--- src/rtl/serial_add_sequencer.sv ---
// Bit-serial add/subtract: one full adder walked LSB-first over WIDTH cycles.
// Optional macro SERIAL_ADD_EARLY_TERM_EN enables early exit for additions.
module FullAdder (
  input  logic X,
  input  logic Y,
  input  logic C,
  output logic S,
  output logic Co
);
  assign S  = X ^ Y ^ C;
  assign Co = (X & Y) | (C & (X ^ Y));
endmodule

module serial_add_sequencer #(
  parameter int WIDTH = 32
) (
  input  logic             clk,
  input  logic             rst,
  input  logic             start,
  input  logic             sub,
  input  logic [WIDTH-1:0] a,
  input  logic [WIDTH-1:0] b,
  output logic             busy,
  output logic             done,
  output logic [WIDTH-1:0] sum,
  output logic             cout,
  output logic             overflow
);
  localparam int CW = (WIDTH > 1) ? $clog2(WIDTH) : 1;

  typedef enum logic [1:0] {
    S_IDLE,
    S_RUN,
    S_DONE
  } state_t;

  state_t           r_state;
  logic [WIDTH-1:0] r_a;
  logic [WIDTH-1:0] r_b;
  logic [WIDTH-1:0] r_sum;
  logic [CW-1:0]    r_cnt;
  logic             r_carry;
  logic             r_busy;
  logic             r_done;
  logic             r_cout;
  logic             r_ovf;

  logic w_x;
  logic w_y;
  logic w_s;
  logic w_co;
  logic w_last;
  logic w_early;

  assign w_x    = r_a[r_cnt];
  assign w_y    = r_b[r_cnt];
  assign w_last = (r_cnt == CW'(WIDTH - 1));

  FullAdder u_fa (
    .X  (w_x),
    .Y  (w_y),
    .C  (r_carry),
    .S  (w_s),
    .Co (w_co)
  );

`ifdef SERIAL_ADD_EARLY_TERM_EN
  logic             r_sub;
  logic [WIDTH-1:0] w_rest;

  // Operand bits strictly above the current bit; all zero means no more sum bits.
  assign w_rest  = ((r_a | r_b) >> r_cnt) >> 1;
  assign w_early = !r_sub && !w_co && (w_rest == '0) && !w_last;

  // Remember the operation kind so subtraction never exits early.
  always_ff @(posedge clk or posedge rst) begin
    if (rst) begin
      r_sub <= 1'b0;
    end else if (start && (r_state != S_RUN)) begin
      r_sub <= sub;
    end
  end
`else
  assign w_early = 1'b0;
`endif

  // Sequencer: accept, walk one bit per edge, report, then return to idle.
  always_ff @(posedge clk or posedge rst) begin
    if (rst) begin
      r_state <= S_IDLE;
      r_a     <= '0;
      r_b     <= '0;
      r_sum   <= '0;
      r_cnt   <= '0;
      r_carry <= 1'b0;
      r_busy  <= 1'b0;
      r_done  <= 1'b0;
      r_cout  <= 1'b0;
      r_ovf   <= 1'b0;
    end else begin
      unique case (r_state)
        S_IDLE, S_DONE: begin
          r_done <= 1'b0;
          if (start) begin
            r_a     <= a;
            r_b     <= sub ? ~b : b;
            r_carry <= sub;
            r_sum   <= '0;
            r_cnt   <= '0;
            r_cout  <= 1'b0;
            r_ovf   <= 1'b0;
            r_busy  <= 1'b1;
            r_state <= S_RUN;
          end else begin
            r_state <= S_IDLE;
          end
        end
        S_RUN: begin
          r_sum[r_cnt] <= w_s;
          r_carry      <= w_co;
          if (w_last) begin
            r_cout  <= w_co;
            r_ovf   <= r_carry ^ w_co;
            r_busy  <= 1'b0;
            r_done  <= 1'b1;
            r_state <= S_DONE;
          end else if (w_early) begin
            r_busy  <= 1'b0;
            r_done  <= 1'b1;
            r_state <= S_DONE;
          end else begin
            r_cnt <= r_cnt + 1'b1;
          end
        end
        default: begin
          r_state <= S_IDLE;
          r_busy  <= 1'b0;
          r_done  <= 1'b0;
        end
      endcase
    end
  end

  assign busy     = r_busy;
  assign done     = r_done;
  assign sum      = r_sum;
  assign cout     = r_cout;
  assign overflow = r_ovf;

endmodule

--- config.mk ---
export PLATFORM = sky130hd
export DESIGN_NAME = serial_add_sequencer
export DESIGN_NICKNAME = d
export VERILOG_FILES = /design/src/rtl/serial_add_sequencer.sv
export SDC_FILE = /design/constraint.sdc
export NUM_CORES = 1
export LEC_CHECK = 0
export CAP_MARGIN = 20
export CORE_UTILIZATION = 51
export CTS_BUF_LIST = sky130_fd_sc_hd__clkbuf_4
export DETAILED_ROUTE_END_ITERATION = 10
export GPL_TIMING_DRIVEN = 0
export HOLD_SLACK_MARGIN = 0.05
export PLACE_DENSITY_LB_ADDON = 0.3
export SETUP_SLACK_MARGIN = 0.2
export SLEW_MARGIN = 10
export SYNTH_ARGS = -nofsm -noshare
export SYNTH_HDL_FRONTEND = slang
export SYNTH_SLANG_ARGS = --single-unit
--- constraint.sdc ---
create_clock -name clk -period 5 [get_ports clk]
set_input_delay 1 -clock clk [delete_from_list [all_inputs] [get_ports clk]]
set_output_delay 1 -clock clk [all_outputs]
set_load 0.1 [all_outputs]
==> out/metrics.cfg <==
[yosys]
synth.top_cells.by_area=dfrtp_1 50%, nand2_1 10%, o21ai_0 8.2%
synth_cell_types=40
ys_seq_area_share_pct=50.1
yosysWarnings=0
syn-num-nets=648
syn-cell-area_um2=5340
synth_largest_area_cell=dfrtp_1
synth_top_area_share_pct=50.1
ys_ff_latch=107
synth_cells=574
syn_avg_cell_area_um2=9.31

[clocking]
cts.reportedPaths.clkPinSlew_ns=0.15
cts-root-buf=clkbuf_4
cts_buffers=9
cts_resized=0
clk_latency_ns=0.48
cts.sink_count=107
cts_setup_buffers=0
cts_max_path_buffers=2
cts_hold_buffers=0
cts_tree=done
cts_max_level=3

[pwr]
power_density_nw_per_um2=673
p_leak_nw=2.99
peakVddDrop_uv=358
finalPower_mw=4.50

[run_status]
status=finished clean

[critical_path]
r2r-start=r_cnt[1]
startpoint_type=register
ff2ff_path_depth=10
required_ns=5.40
endpoint_kind=register
reg2reg_setup_slack_ns=1.85
arrival_ns=3.54
critPathKind=reg -> reg
cp_max_fo=10
reg2reg_to=sum[10]

[global_route]
grt_antenna_before_repair=0
grt_usage_pct=26.1
first_global_vias=4578
grt_pass1_wl_mm=22.3
overflow=0
grt_max_degree=62

[cells_and_area]
drive_gt1_share_pct=7.67
layout.nets=762
area_growth_pct=25.2
diodes=0

[place]
place_hpwl_mm=9.94
io_buffers=102
gp_congestion=0.875

[floorplan]
fp.dieW_um=104
start_util_pct=53.7
io-pin-count=104
rows=36
core_region_area_um2=9950
die_h_um=104
die_area_um2=10900

[sta]
skew_ns=0.0199
rsz0062_at_grt=no
fin_tns_setup_ns=0
worst_pin_slew_ns=0.994
max_freq_mhz=318
setup-violations-final=0
fin_crit_sh_pct=62.9
hold_viol=0
slew_violations=0
slew_headroom_pct=33.5
timing.final.crit_period_ns=3.15

[detailed_routing]
top_layer_used=met4
drc=0
wire_per_inst_um=16.3
viasPerCell=5.62
wl_mm=13.4
route.met3.wl_um=770
dr.first_iter.drc_count=237
dr.pass1.iters=5
wl_met1_mm=5.72
detail-route-antenna-nets=0
dr_wl_met2_mm=6.59
num_vias=4629

[worst_hold_path]
hold_path_class=reg -> reg
hold_depth=2
min_from=r_b[29]
whs_endpoint=r_b[29]

[run]
maxCapViolations=0

==> flip-flops by register name (all words and copies together), names as in the netlist <==
signal    cells
r_a          32
r_b          32
sum          32
r_cnt         5
busy          1
cout          1
done          1
overflow      1
r_carry       1
r_state       1
==> per-stage QoR <==
| stage | util [%] | cell area [um2] | hold slack, ns | worst slack, ns | std cells |
|---|---|---|---|---|---|
| 6_report | 67.2 | 6690 | 0.493 | 1.85 | 824 |
| 5_1_grt | 67.2 | 6690 | 0.512 | 1.71 | 824 |
| 3_5_place_dp | 65.9 | 6560 | 0.462 | 1.92 | 810 |
| 3_3_place_gp | 65.6 | 6530 | 0.453 | -0.254 | 809 |
| 4_1_cts | 67.2 | 6690 | 0.496 | 1.89 | 824 |
| 2_1_floorplan | - | 5340 | 0.437 | 1.18 | 574 |
==> worst max path at each step <==
stage / startpoint / endpoint / slack, ns / cells after the start
detailed placement: r_cnt[1] / sum[16] / 1.92 / 10
global route: r_cnt[1] / sum[16] / 1.71 / 10
global placement: rst / r_a[15] / -0.25 / 2
finish: r_cnt[1] / sum[10] / 1.85 / 10
CTS: r_cnt[1] / sum[16] / 1.89 / 10
floorplan: rst / busy / 1.18 / 1
==> kinds of logic after synthesis <==
logic type               Yosys count  synth area share (%)
flip-flops                       107                  50.1
AND/OR/NAND/NOR                  189                  16.0
AO/OA/AOI/OAI                    157                  15.7
buffers and inverters             50                  4.61
adder cells (fa/ha/maj)            6                  1.55
multiplexers                      30                  6.23
XOR/XNOR                          35                  5.74
==> layout make-up <==
class,instances,area (um2)
inverters,7,31.3
multi-input cells,417,2420
plain buffers,43,220
flip-flops and latches,107,2680
well taps,133,166
clock buffers,9,67.6
clock inverters,5,56.3
repair buffers,103,1050
fillers,814,3270
==> where the power goes <==
group / internal, mW / switching, mW / leakage, nW
logic: 0.796 / 1.79 / 1.55
clock network: 0.146 / 0.277 / 0.0676
registers: 1.25 / 0.229 / 1.37
==> per-layer routing <==
metal | vias to the layer above | GRT usage [%]
met5 | - | 0
li1 | 2186 | -
met1 | 2211 | 33.2
met4 | 0 | 12.6
met3 | 36 | 3.76
met2 | 196 | 43.8
==> cells in the final DEF, fill, tap and decap left out, types with 12 or more instances in the layout <==
cell type / n
nand3_1: 12
a21oi_1: 32
o21ai_1: 17
clkbuf_1: 13
nand2_1: 143
dfrtp_1: 107
mux2i_1: 28
buf_2: 24
clkdlybuf4s50_1: 102
o21ai_0: 87
xnor2_1: 35
==> synthesized netlist by cell type (all sizes together) <==
cell type	n
and2b	1
ha	5
inv	6
nand3b	4
o22ai	6
a21oi	32
fa	1
xnor2	35
mux4	2
nor2	5
clkinv	1
nand2	143
and2	1
o32ai	4
o221ai	4
clkbuf	15
o21ai	104
buf	28
or3b	6
a22oi	5
nor2b	1
and3b	3
mux2i	28
nand4	3
dfrtp	107
nor3b	4
or3	1
nand2b	2
o31ai	2
nand3	12
and3	2
nor3	1
==> worst max-delay path: stages (launching register included) <==
cell	delay (ns)
dfrtp_1	0.40
buf_2	0.20
buf_2	0.35
mux2i_1	0.38
o22ai_1	0.10
o21ai_0	0.18
nand4_1	0.18
fa_1	0.55
and2_1	0.20
nand2_1	0.25
o21ai_0	0.27
No activity file was read; power rests on OpenSTA's default activity.
